--- config.mk ---
export PLATFORM = sky130hd
export DESIGN_NAME = control_unit
export DESIGN_NICKNAME = d
export VERILOG_FILES = /design/src/rtl/cpu_pkg.sv /design/src/rtl/instr_decoder.sv /design/src/rtl/control_unit.sv
export SDC_FILE = /design/constraint.sdc
export NUM_CORES = 1
export LEC_CHECK = 0
export ABC_AREA = 0
export BUFFER_PORTS_ARGS = -buffer_cell sky130_fd_sc_hd__buf_2
export CAP_MARGIN = 20
export CORE_MARGIN = 8
export CORE_UTILIZATION = 48
export CTS_CLUSTER_SIZE = 24
export DETAILED_ROUTE_END_ITERATION = 6
export PLACE_DENSITY = 0.79
export SLEW_MARGIN = 20
export SYNTH_ARGS = -nofsm -noshare
export SYNTH_HDL_FRONTEND = slang
export SYNTH_SLANG_ARGS = --single-unit
--- constraint.sdc ---
create_clock -name clk -period 1.75 [get_ports clk]
set_input_delay 0.175 -clock clk [delete_from_list [all_inputs] [get_ports clk]]
set_output_delay 0.175 -clock clk [all_outputs]
set_load 0.05 [all_outputs]
--- src/rtl/cpu_pkg.sv ---
// -----------------------------------------------------------------------------
// cpu_pkg
// Shared definitions for the 8-bit MCU control path: opcode constants, ALU
// operation encodings, the sequencer state enum and the instruction field
// positions. The assembler and the ALU use the same field layout, so every
// field extraction goes through the helpers below rather than raw slices.
// -----------------------------------------------------------------------------
package cpu_pkg;

  // Opcodes (ir[15:12]). Codes A..E are unassigned and execute as NOP.
  localparam logic [3:0] OP_NOP  = 4'h0;
  localparam logic [3:0] OP_ADD  = 4'h1;
  localparam logic [3:0] OP_SUB  = 4'h2;
  localparam logic [3:0] OP_AND  = 4'h3;
  localparam logic [3:0] OP_OR   = 4'h4;
  localparam logic [3:0] OP_XOR  = 4'h5;
  localparam logic [3:0] OP_MOV  = 4'h6;
  localparam logic [3:0] OP_LDI  = 4'h7;
  localparam logic [3:0] OP_JMP  = 4'h8;
  localparam logic [3:0] OP_BEQZ = 4'h9;
  localparam logic [3:0] OP_HALT = 4'hF;

  // ALU operation encodings driven on alu_op.
  localparam logic [2:0] ALU_ADD  = 3'b000;
  localparam logic [2:0] ALU_SUB  = 3'b001;
  localparam logic [2:0] ALU_AND  = 3'b010;
  localparam logic [2:0] ALU_OR   = 3'b011;
  localparam logic [2:0] ALU_XOR  = 3'b100;
  localparam logic [2:0] ALU_PASS = 3'b101;

  // Instruction field positions.
  localparam int OPC_HI = 15;
  localparam int OPC_LO = 12;
  localparam int RD_HI  = 11;
  localparam int RD_LO  = 9;
  localparam int RS1_HI = 8;
  localparam int RS1_LO = 6;
  localparam int RS2_HI = 5;
  localparam int RS2_LO = 3;
  localparam int IMM_HI = 7;
  localparam int IMM_LO = 0;

  // Sequencer states. Every instruction walks FETCH..WRITEBACK once.
  typedef enum logic [2:0] {
    ST_FETCH     = 3'd0,
    ST_DECODE    = 3'd1,
    ST_EXECUTE   = 3'd2,
    ST_WRITEBACK = 3'd3,
    ST_HALT      = 3'd4
  } state_t;

  function automatic logic [3:0] f_opcode(input logic [15:0] ir);
    return ir[OPC_HI:OPC_LO];
  endfunction

  function automatic logic [2:0] f_rd(input logic [15:0] ir);
    return ir[RD_HI:RD_LO];
  endfunction

  function automatic logic [2:0] f_rs1(input logic [15:0] ir);
    return ir[RS1_HI:RS1_LO];
  endfunction

  function automatic logic [2:0] f_rs2(input logic [15:0] ir);
    return ir[RS2_HI:RS2_LO];
  endfunction

  function automatic logic [7:0] f_imm(input logic [15:0] ir);
    return ir[IMM_HI:IMM_LO];
  endfunction

  // ALU operation for an opcode; anything that is not an ALU opcode gets ADD
  // (000) so the ALU input is quiet and predictable.
  function automatic logic [2:0] alu_op_of(input logic [3:0] opc);
    logic [2:0] op;
    op = ALU_ADD;
    case (opc)
      OP_ADD:  op = ALU_ADD;
      OP_SUB:  op = ALU_SUB;
      OP_AND:  op = ALU_AND;
      OP_OR:   op = ALU_OR;
      OP_XOR:  op = ALU_XOR;
      OP_MOV:  op = ALU_PASS;
      default: op = ALU_ADD;
    endcase
    return op;
  endfunction

endpackage

--- src/rtl/instr_decoder.sv ---
// -----------------------------------------------------------------------------
// instr_decoder
// Purely combinational decode of the held instruction register.
// Ports:
//   i_ir            in  16  instruction register
//   o_read_addr1    out 3   register-file port 1 address (rd for BEQZ, else rs1)
//   o_read_addr2    out 3   register-file port 2 address (rs2)
//   o_write_addr    out 3   register-file write address (rd)
//   o_alu_op        out 3   ALU operation
//   o_imm           out 8   immediate field
//   o_writes_reg    out 1   opcode writes rd (opcodes 1..7)
//   o_use_imm       out 1   result comes from imm instead of the ALU (LDI)
//   o_is_jmp        out 1   unconditional jump
//   o_is_beqz       out 1   branch if source register is zero
//   o_is_halt       out 1   halt instruction
// -----------------------------------------------------------------------------
module instr_decoder
  import cpu_pkg::*;
(
  input  logic [15:0] i_ir,
  output logic [2:0]  o_read_addr1,
  output logic [2:0]  o_read_addr2,
  output logic [2:0]  o_write_addr,
  output logic [2:0]  o_alu_op,
  output logic [7:0]  o_imm,
  output logic        o_writes_reg,
  output logic        o_use_imm,
  output logic        o_is_jmp,
  output logic        o_is_beqz,
  output logic        o_is_halt
);

  logic [3:0] w_opc;

  assign w_opc = f_opcode(i_ir);

  always_comb begin
    o_writes_reg = 1'b0;
    o_use_imm    = 1'b0;
    o_is_jmp     = 1'b0;
    o_is_beqz    = 1'b0;
    o_is_halt    = 1'b0;
    case (w_opc)
      OP_ADD, OP_SUB, OP_AND, OP_OR, OP_XOR, OP_MOV: o_writes_reg = 1'b1;
      OP_LDI: begin
        o_writes_reg = 1'b1;
        o_use_imm    = 1'b1;
      end
      OP_JMP:  o_is_jmp  = 1'b1;
      OP_BEQZ: o_is_beqz = 1'b1;
      OP_HALT: o_is_halt = 1'b1;
      default: ;
    endcase
  end

  // BEQZ tests the register named in the rd slot, so port 1 is steered there.
  assign o_read_addr1 = o_is_beqz ? f_rd(i_ir) : f_rs1(i_ir);
  assign o_read_addr2 = f_rs2(i_ir);
  assign o_write_addr = f_rd(i_ir);
  assign o_alu_op     = alu_op_of(w_opc);
  assign o_imm        = f_imm(i_ir);

endmodule

--- src/rtl/control_unit.sv ---
// -----------------------------------------------------------------------------
// control_unit
// Four-cycle FETCH / DECODE / EXECUTE / WRITEBACK sequencer for the 8-bit MCU,
// with an absorbing HALT state. Owns the PC, the instruction register, the
// latched result and the branch-taken flag; decode is in instr_decoder.
// Parameters:
//   PC_W      program-counter width (program memory is 2^PC_W words)
//   RESET_PC  PC value loaded by reset
// Ports:
//   clk          in  1     rising-edge clock
//   reset        in  1     synchronous, active-high
//   pc_out       out PC_W  program-memory address
//   instr_in     in  16    program-memory data, one cycle after pc_out
//   read_addr1   out 3     register-file read address 1
//   read_addr2   out 3     register-file read address 2
//   read_data1   in  8     register-file read data 1 (combinational)
//   read_data2   in  8     register-file read data 2 (feeds the ALU only)
//   write_addr   out 3     register-file write address
//   write_data   out 8     register-file write data
//   reg_write    out 1     register-file write strobe (WRITEBACK only)
//   alu_op       out 3     ALU operation
//   alu_result   in  8     ALU combinational result
//   halted       out 1     high while in HALT
// -----------------------------------------------------------------------------
module control_unit
  import cpu_pkg::*;
#(
  parameter int PC_W     = 8,
  parameter int RESET_PC = 0
) (
  input  logic            clk,
  input  logic            reset,
  output logic [PC_W-1:0] pc_out,
  input  logic [15:0]     instr_in,
  output logic [2:0]      read_addr1,
  output logic [2:0]      read_addr2,
  input  logic [7:0]      read_data1,
  input  logic [7:0]      read_data2,
  output logic [2:0]      write_addr,
  output logic [7:0]      write_data,
  output logic            reg_write,
  output logic [2:0]      alu_op,
  input  logic [7:0]      alu_result,
  output logic            halted
);

  // imm is 8 bits wide; zero-extend or truncate it onto the PC width.
  function automatic logic [PC_W-1:0] imm_to_pc(input logic [7:0] imm);
    logic [PC_W+7:0] w_ext;
    w_ext = {{PC_W{1'b0}}, imm};
    return w_ext[PC_W-1:0];
  endfunction

  state_t          r_state;
  logic [PC_W-1:0] r_pc;
  logic [15:0]     r_ir;
  logic [7:0]      r_result_q;
  logic            r_take_q;

  logic [7:0]      w_imm;
  logic            w_writes_reg;
  logic            w_use_imm;
  logic            w_is_jmp;
  logic            w_is_beqz;
  logic            w_is_halt;
  logic            w_src_zero;
  logic            w_unused_rd2;

  instr_decoder u_dec (
    .i_ir         (r_ir),
    .o_read_addr1 (read_addr1),
    .o_read_addr2 (read_addr2),
    .o_write_addr (write_addr),
    .o_alu_op     (alu_op),
    .o_imm        (w_imm),
    .o_writes_reg (w_writes_reg),
    .o_use_imm    (w_use_imm),
    .o_is_jmp     (w_is_jmp),
    .o_is_beqz    (w_is_beqz),
    .o_is_halt    (w_is_halt)
  );

  // read_data2 only reaches the ALU; the sequencer never inspects it.
  assign w_unused_rd2 = ^read_data2;

  assign w_src_zero = (read_data1 == 8'h00);

  always_ff @(posedge clk) begin
    if (reset) begin
      r_state    <= ST_FETCH;
      r_pc       <= PC_W'(RESET_PC);
      r_ir       <= 16'h0000;
      r_result_q <= 8'h00;
      r_take_q   <= 1'b0;
    end else begin
      case (r_state)
        // FETCH: pc_out already presents r_pc to program memory.
        ST_FETCH: begin
          r_state <= ST_DECODE;
        end
        // DECODE: memory data for r_pc is valid now.
        ST_DECODE: begin
          r_ir    <= instr_in;
          r_state <= ST_EXECUTE;
        end
        // EXECUTE: register reads and the ALU settle off the new IR.
        ST_EXECUTE: begin
          r_result_q <= w_use_imm ? w_imm : alu_result;
          r_take_q   <= w_is_jmp | (w_is_beqz & w_src_zero);
          r_state    <= ST_WRITEBACK;
        end
        // WRITEBACK: register file commits on this edge; PC advances.
        ST_WRITEBACK: begin
          r_pc    <= r_take_q ? imm_to_pc(w_imm) : r_pc + PC_W'(1);
          r_state <= w_is_halt ? ST_HALT : ST_FETCH;
        end
        // HALT: everything frozen until reset.
        ST_HALT: begin
          r_state <= ST_HALT;
        end
        default: begin
          r_state <= ST_FETCH;
        end
      endcase
    end
  end

  assign pc_out     = r_pc;
  assign write_data = r_result_q;
  // Gated by reset so an interrupted WRITEBACK never commits.
  assign reg_write  = (r_state == ST_WRITEBACK) && w_writes_reg && !reset;
  assign halted     = (r_state == ST_HALT);

endmodule

# After elaboration in Yosys (flattened, before gate mapping)
# Cells that the tools add are included.
# W data, S select, Z words.
[word_totals] input_bits=42 reg_bits=36 output_inout_bits=30 wordCells=39
[classes] n_reduce_logical=6 bitwise=2 eq_ne=14 muxes=11 addsub=1
[ops] operator="$pmux W3 S5" n=2
[ops] operator="$eq A4 B3 Y1 const B" n=4
[ops] operator="$mux W8" n=2
[ops] operator="$eq A4 B4 Y1 const B" n=3
[ops] operator="$add A8 B1 Y8 const B" n=1
[ops] operator="$eq A4 B2 Y1 const B" n=2
[ops] operator="$logic_not A8 Y1" n=1
[ops] operator="$reduce_or A7 Y1" n=1
[ops] operator="$eq A3 B2 Y1 const B" n=2
[ops] operator="$mux W3" n=2
[ops] operator="$mux W1" n=5
[ops] operator="$eq A4 B1 Y1 const B" n=1
[ops] operator="$eq A3 B1 Y1 const B" n=1
[ops] operator="$eq A3 B3 Y1 const B" n=1
[ops] operator="$logic_not A3 Y1" n=1
[ops] operator="$logic_and A1 B1 Y1" n=2
[ops] operator="$and A1 B1 Y1" n=1
[ops] operator="$logic_not A1 Y1" n=1
[ops] operator="$or A1 B1 Y1" n=1

# Logic depth before layout (Yosys ltp)
[logic_depth] ltp_word=5 mapped_depth=6 mapped_depth_nobuf=4

# Modules after synthesis
# From an unflattened synthesis, not the netlist that was laid out.
[unflattened] hier_cells=212 area_unflattened_um2=1813.0
[modules_own_cells] mod="control_unit" cells_each=180 n_inst=1 area_per_inst_um2=1547.7 seq_area_each_um2=720.7
[modules_own_cells] mod="instr_decoder" cells_each=32 n_inst=1 area_per_inst_um2=265.3 seq_area_each_um2=0.0

# Worst setup path before layout
# OpenSTA, ideal clock, no wires.
[synth_timing] path_kind="reg-to-output" start="register r_state[0]" end="output reg_write" stages_incl_launch_ff=4 arrival_time_ns=2.097 slack_ns=-0.522 cell_sequence="dfxtp_1 -> clkbuf_2 -> nand3b_4 -> nor4_1"
[synth_via] elab_chain_len=3
[synth_lines] element="start: declaration" line_no="control_unit.sv:54" source="state_t r_state;"
[synth_lines] element="start signal: assignment" line_no="control_unit.sv:115" source="r_state <= w_is_halt ? ST_HALT : ST_FETCH;"
[synth_lines] element="$eq A3 B2 Y1" line_no="control_unit.sv:131" source="assign reg_write = (r_state == ST_WRITEBACK) && w_writes_reg && !reset;"
[synth_lines] element="$logic_and A1 B1 Y1 (2 in series)" line_no="control_unit.sv:131"
[synth_lines] element="end: declaration" line_no="control_unit.sv:41" source="output logic reg_write,"
# Every way passes these cells.

# Worst setup path after layout
[layout_timing] start="register r_ir[14]" end="output read_addr1[2]"
[layout_via] elab_chain_len=3
[layout_lines] element="start: declaration" line_no="control_unit.sv:56" source="logic [15:0] r_ir;"
[layout_lines] element="start signal: assignment" line_no="control_unit.sv:103" source="r_ir <= instr_in;"
[layout_lines] element="$eq A4 B4 Y1" line_no="instr_decoder.sv:43" source="case (w_opc)"
[layout_lines] element="$mux W1" line_no="instr_decoder.sv:43"
[layout_lines] element="$mux W3" line_no="instr_decoder.sv:57" source="assign o_read_addr1 = o_is_beqz ? f_rd(i_ir) : f_rs1(i_ir);"
[layout_lines] element="end: declaration" line_no="control_unit.sv:35" source="output logic [2:0] read_addr1,"
# Every way passes these cells.

==> impl_results.md <==
- Slew @ Worst Pin: ~470 ps
- Syn nets: 236
- Share of cells above drive strength 1: 39.0%
- Sequential Area: ~730 µm²
- Fin nets: about 290
- Root buf cell: clkbuf_8
- Main combinational cell family by area after synthesis: simple AND/OR/NAND/NOR gates
- Area Overhead vs Synth: 27.7%
- Max-slew headroom: 68.9%
- Longest Clk Path Bufs: 2
- Yosys Warn Count: 0
- Count of final hold-check violations: 0
- Synth area leader: dfxtp_1
- Post-synth EDFFs: 0
- Hold/Removal Path Class: input port to register
- Synth top area share: approximately two fifths
- Adder-Cell Fraction of Synth Area: less than 1%
- ANT cells: 0
- 1st-pass router iterations: 4
- DRT iter0 DRCs: 84
- Via/cell ratio: ~5.3
- Wire per inst: 15.5 µm
- Core ar.: around 3600 µm²
- Die span in x: 77.1 µm
- FF+latch count, synth: 36
- Reg clk slew, reported paths: approximately 80 ps
- Multi-input logic area: 968 µm²
- DIE HEIGHT: between 70 and 80 µm
- Peak supply drop: between 0.0007 and 0.0008 V
- Hold Path Depth: 3
- Final core utilization: ~63%
- Worst-Skew Late Latency: 300 ps
- Vias in the first global route: 1592
- Finished Layout Cells: around 300
- CP startpoint kind: register
- Worst reg2reg endpoint: pc_out[6]
- Setup violators final: 0
- Hold slack: 104 ps
- Top_reg_cell synth: dfxtp_1
- F_max: 587 MHz
- Initial antenna violation count: 0
- Final worst path period share: 97.3%
- Synth Area in Compound Gates: 13.9%
- Pre-CTS setup slack: roughly 250 ps
- Num CTS Buffers: 5
- Simple-gate share of the synthesized area: 20.3%
- Status: finished clean
- CP arrival: 1530 ps
- TritonCTS clock tree: done
- Clock H-tree levels: 2
- Required time worst endpoint: roughly 1600 ps
- Crit end category: primary output
- Setup Skew: between 10 and 15 ps
- Synth area leaders: dfxtp_1 40%, mux2i_1 15%, nor2_1 5.5%
- Die area: between 5000 and 6000 µm²
- Mux contribution to synthesized area: approximately 17%
- IO buf count: 63
- Reg2reg setup slack: 260 ps
- RePlAce Congestion: ~0.86
- Pwr dens: about 960 nW/µm²
- Remaining Overflow, GRT: 0
- Tot Pwr: approximately 0.0022 W
- First-pass GRT wire length: about 7.7 mm
- DRT antenna net count: 0
- DR DRC count: 0
- Xor/xnor share of the synthesized area: less than 1%
- Cell Area, Synth: approximately 1800 µm²
- CP Class: register to primary output
- Post-synthesis sequential area ratio: about two fifths
- Crit path time final: between 1500 and 2000 ps
- Starting Density: roughly half
- Detailed Place HPWL: between 3 and 4 mm
- Worst Setup SP: r_ir[14]
- Syn Inst Count: 193
- Min-delay src: instr_in[1]
- Gr usage total: about 16%
- FFs w/ async S/R, synth: 0%
- Pleak: around 1.1 nW
- CTS Sinks: 36
- Routed wire length: around 4.6 mm
- Inst Count DP: 290
- Library cells used by synthesis: 45
- Max-cap viol count: 0
- Largest net degree at the start of global routing: 20
- Worst reg2reg path depth: 4
- Critical Path Fanout Max: 8
- I/O Pins: 72
- Mean post-synth cell area: a little over 9 µm²
- Number of cell rows: 22
- FILL cells: ~310
- Slew Limit Fails: 0
- Worst hold endpoint: r_ir[1]
- Via count: ~1600
- RR Startpoint: pc_out[1]
- Final setup margin: approximately 47 ps
- Hold buffers post-CTS: 0
==> registers in the layout (all words and copies together), names as in the netlist <==
| register | cells |
|---|---|
| pc_out | 8 |
| r_ir | 16 |
| r_take_q | 1 |
| write_data | 8 |
| r_state | 3 |
==> cells in the final DEF (no fill, tap or decap), types with 2 or more instances in the layout <==
cell and n:
a22oi_1 3, nor4_1 2, nand3_1 2, nand4_1 4, a211oi_1 2, nand2_1 3
a21oi_1 12, o211ai_1 3, a31oi_1 2, nor3b_2 3, nor3_1 3, dfxtp_1 31
buf_2 60, a211o_1 2, buf_4 8, o21ai_0 9, nand2b_1 3, dfxtp_2 4
and2_1 2, clkbuf_8 7, mux2_2 3, nor2_1 25, or4_1 2, inv_1 3
mux2i_1 27
==> worst max-delay path, stage by stage, from the launching register on <==
cell	delay [ps]
dfxtp_4	370
nor2_2	130
and3_4	220
mux2_2	330
buf_4	190
==> layout make-up <==
cell class / count / area share, %
Clock buffer: 7 / 4.21
Multi-Input combinational cell: 134 / 42.3
Sequential cell: 36 / 31.9
Clock inverter: 1 / 1.31
Inverter: 3 / 0.492
Tap cell: 48 / 2.63
Timing Repair Buffer: 70 / 17.1
==> stage by stage <==
step                      setup TNS (ps)  instance area, µm²
final                                  0                2290
after global routing               -15.8                2290
after CTS                              0                2260
after detailed placement               0                2130
after global placement                 0                2130
after floorplan                        0                1810
==> report_power, final <==
| group | total, W | switching, W | internal (W) |
|---|---|---|---|
| Sequential | 0.000939 | 0.0000634 | 0.000875 |
| Combinational | 0.000448 | 0.000291 | 0.000158 |
| Clock | 0.000812 | 0.000309 | 0.000503 |
==> synthesized netlist by cell type (4+ instances only) <==
| library cell | count |
|---|---|
| clkbuf_1 | 5 |
| buf_2 | 5 |
| buf_4 | 8 |
| a21oi_1 | 12 |
| nor2_1 | 26 |
| o21ai_0 | 9 |
| dfxtp_1 | 36 |
| mux2i_1 | 27 |
| nand4_1 | 4 |
==> worst max path at each step <==
stage                    endpoint  cells after the start
floorplan               pc_out[6]                      4
global placement    read_addr1[0]                      4
detailed placement  read_addr1[0]                      4
CTS                 read_addr1[0]                      4
global route        read_addr1[1]                      4
finish              read_addr1[2]                      4
==> timing repair <==
item	in CTS	in global routing
gates resized for setup	3	11
setup endpoints to repair	3	4
endpoints found under the hold margin	0	0
buffers inserted	0	1
pin swaps	0	1
==> routing by layer <==
layer / share of wire (%) / wire, µm / track usage [%]
met1: 42 / 1950 / 18.2
met2: 49 / 2290 / 25.6
met3: 6.8 / 312 / 5.48
met4: 1.6 / 73 / 6.42
met5: 0 / 0 / 0
==> kinds of logic after synthesis <==
kind of cell / count (synthesis)
AOI/OAI and AO/OA: 39
adders and majority gates: 1
DFF: 36
buffers and inverters: 23
muxes: 30
and+or+nand+nor: 63
xor gates and xnor gates: 1
(Power assumes the default switching activity.)
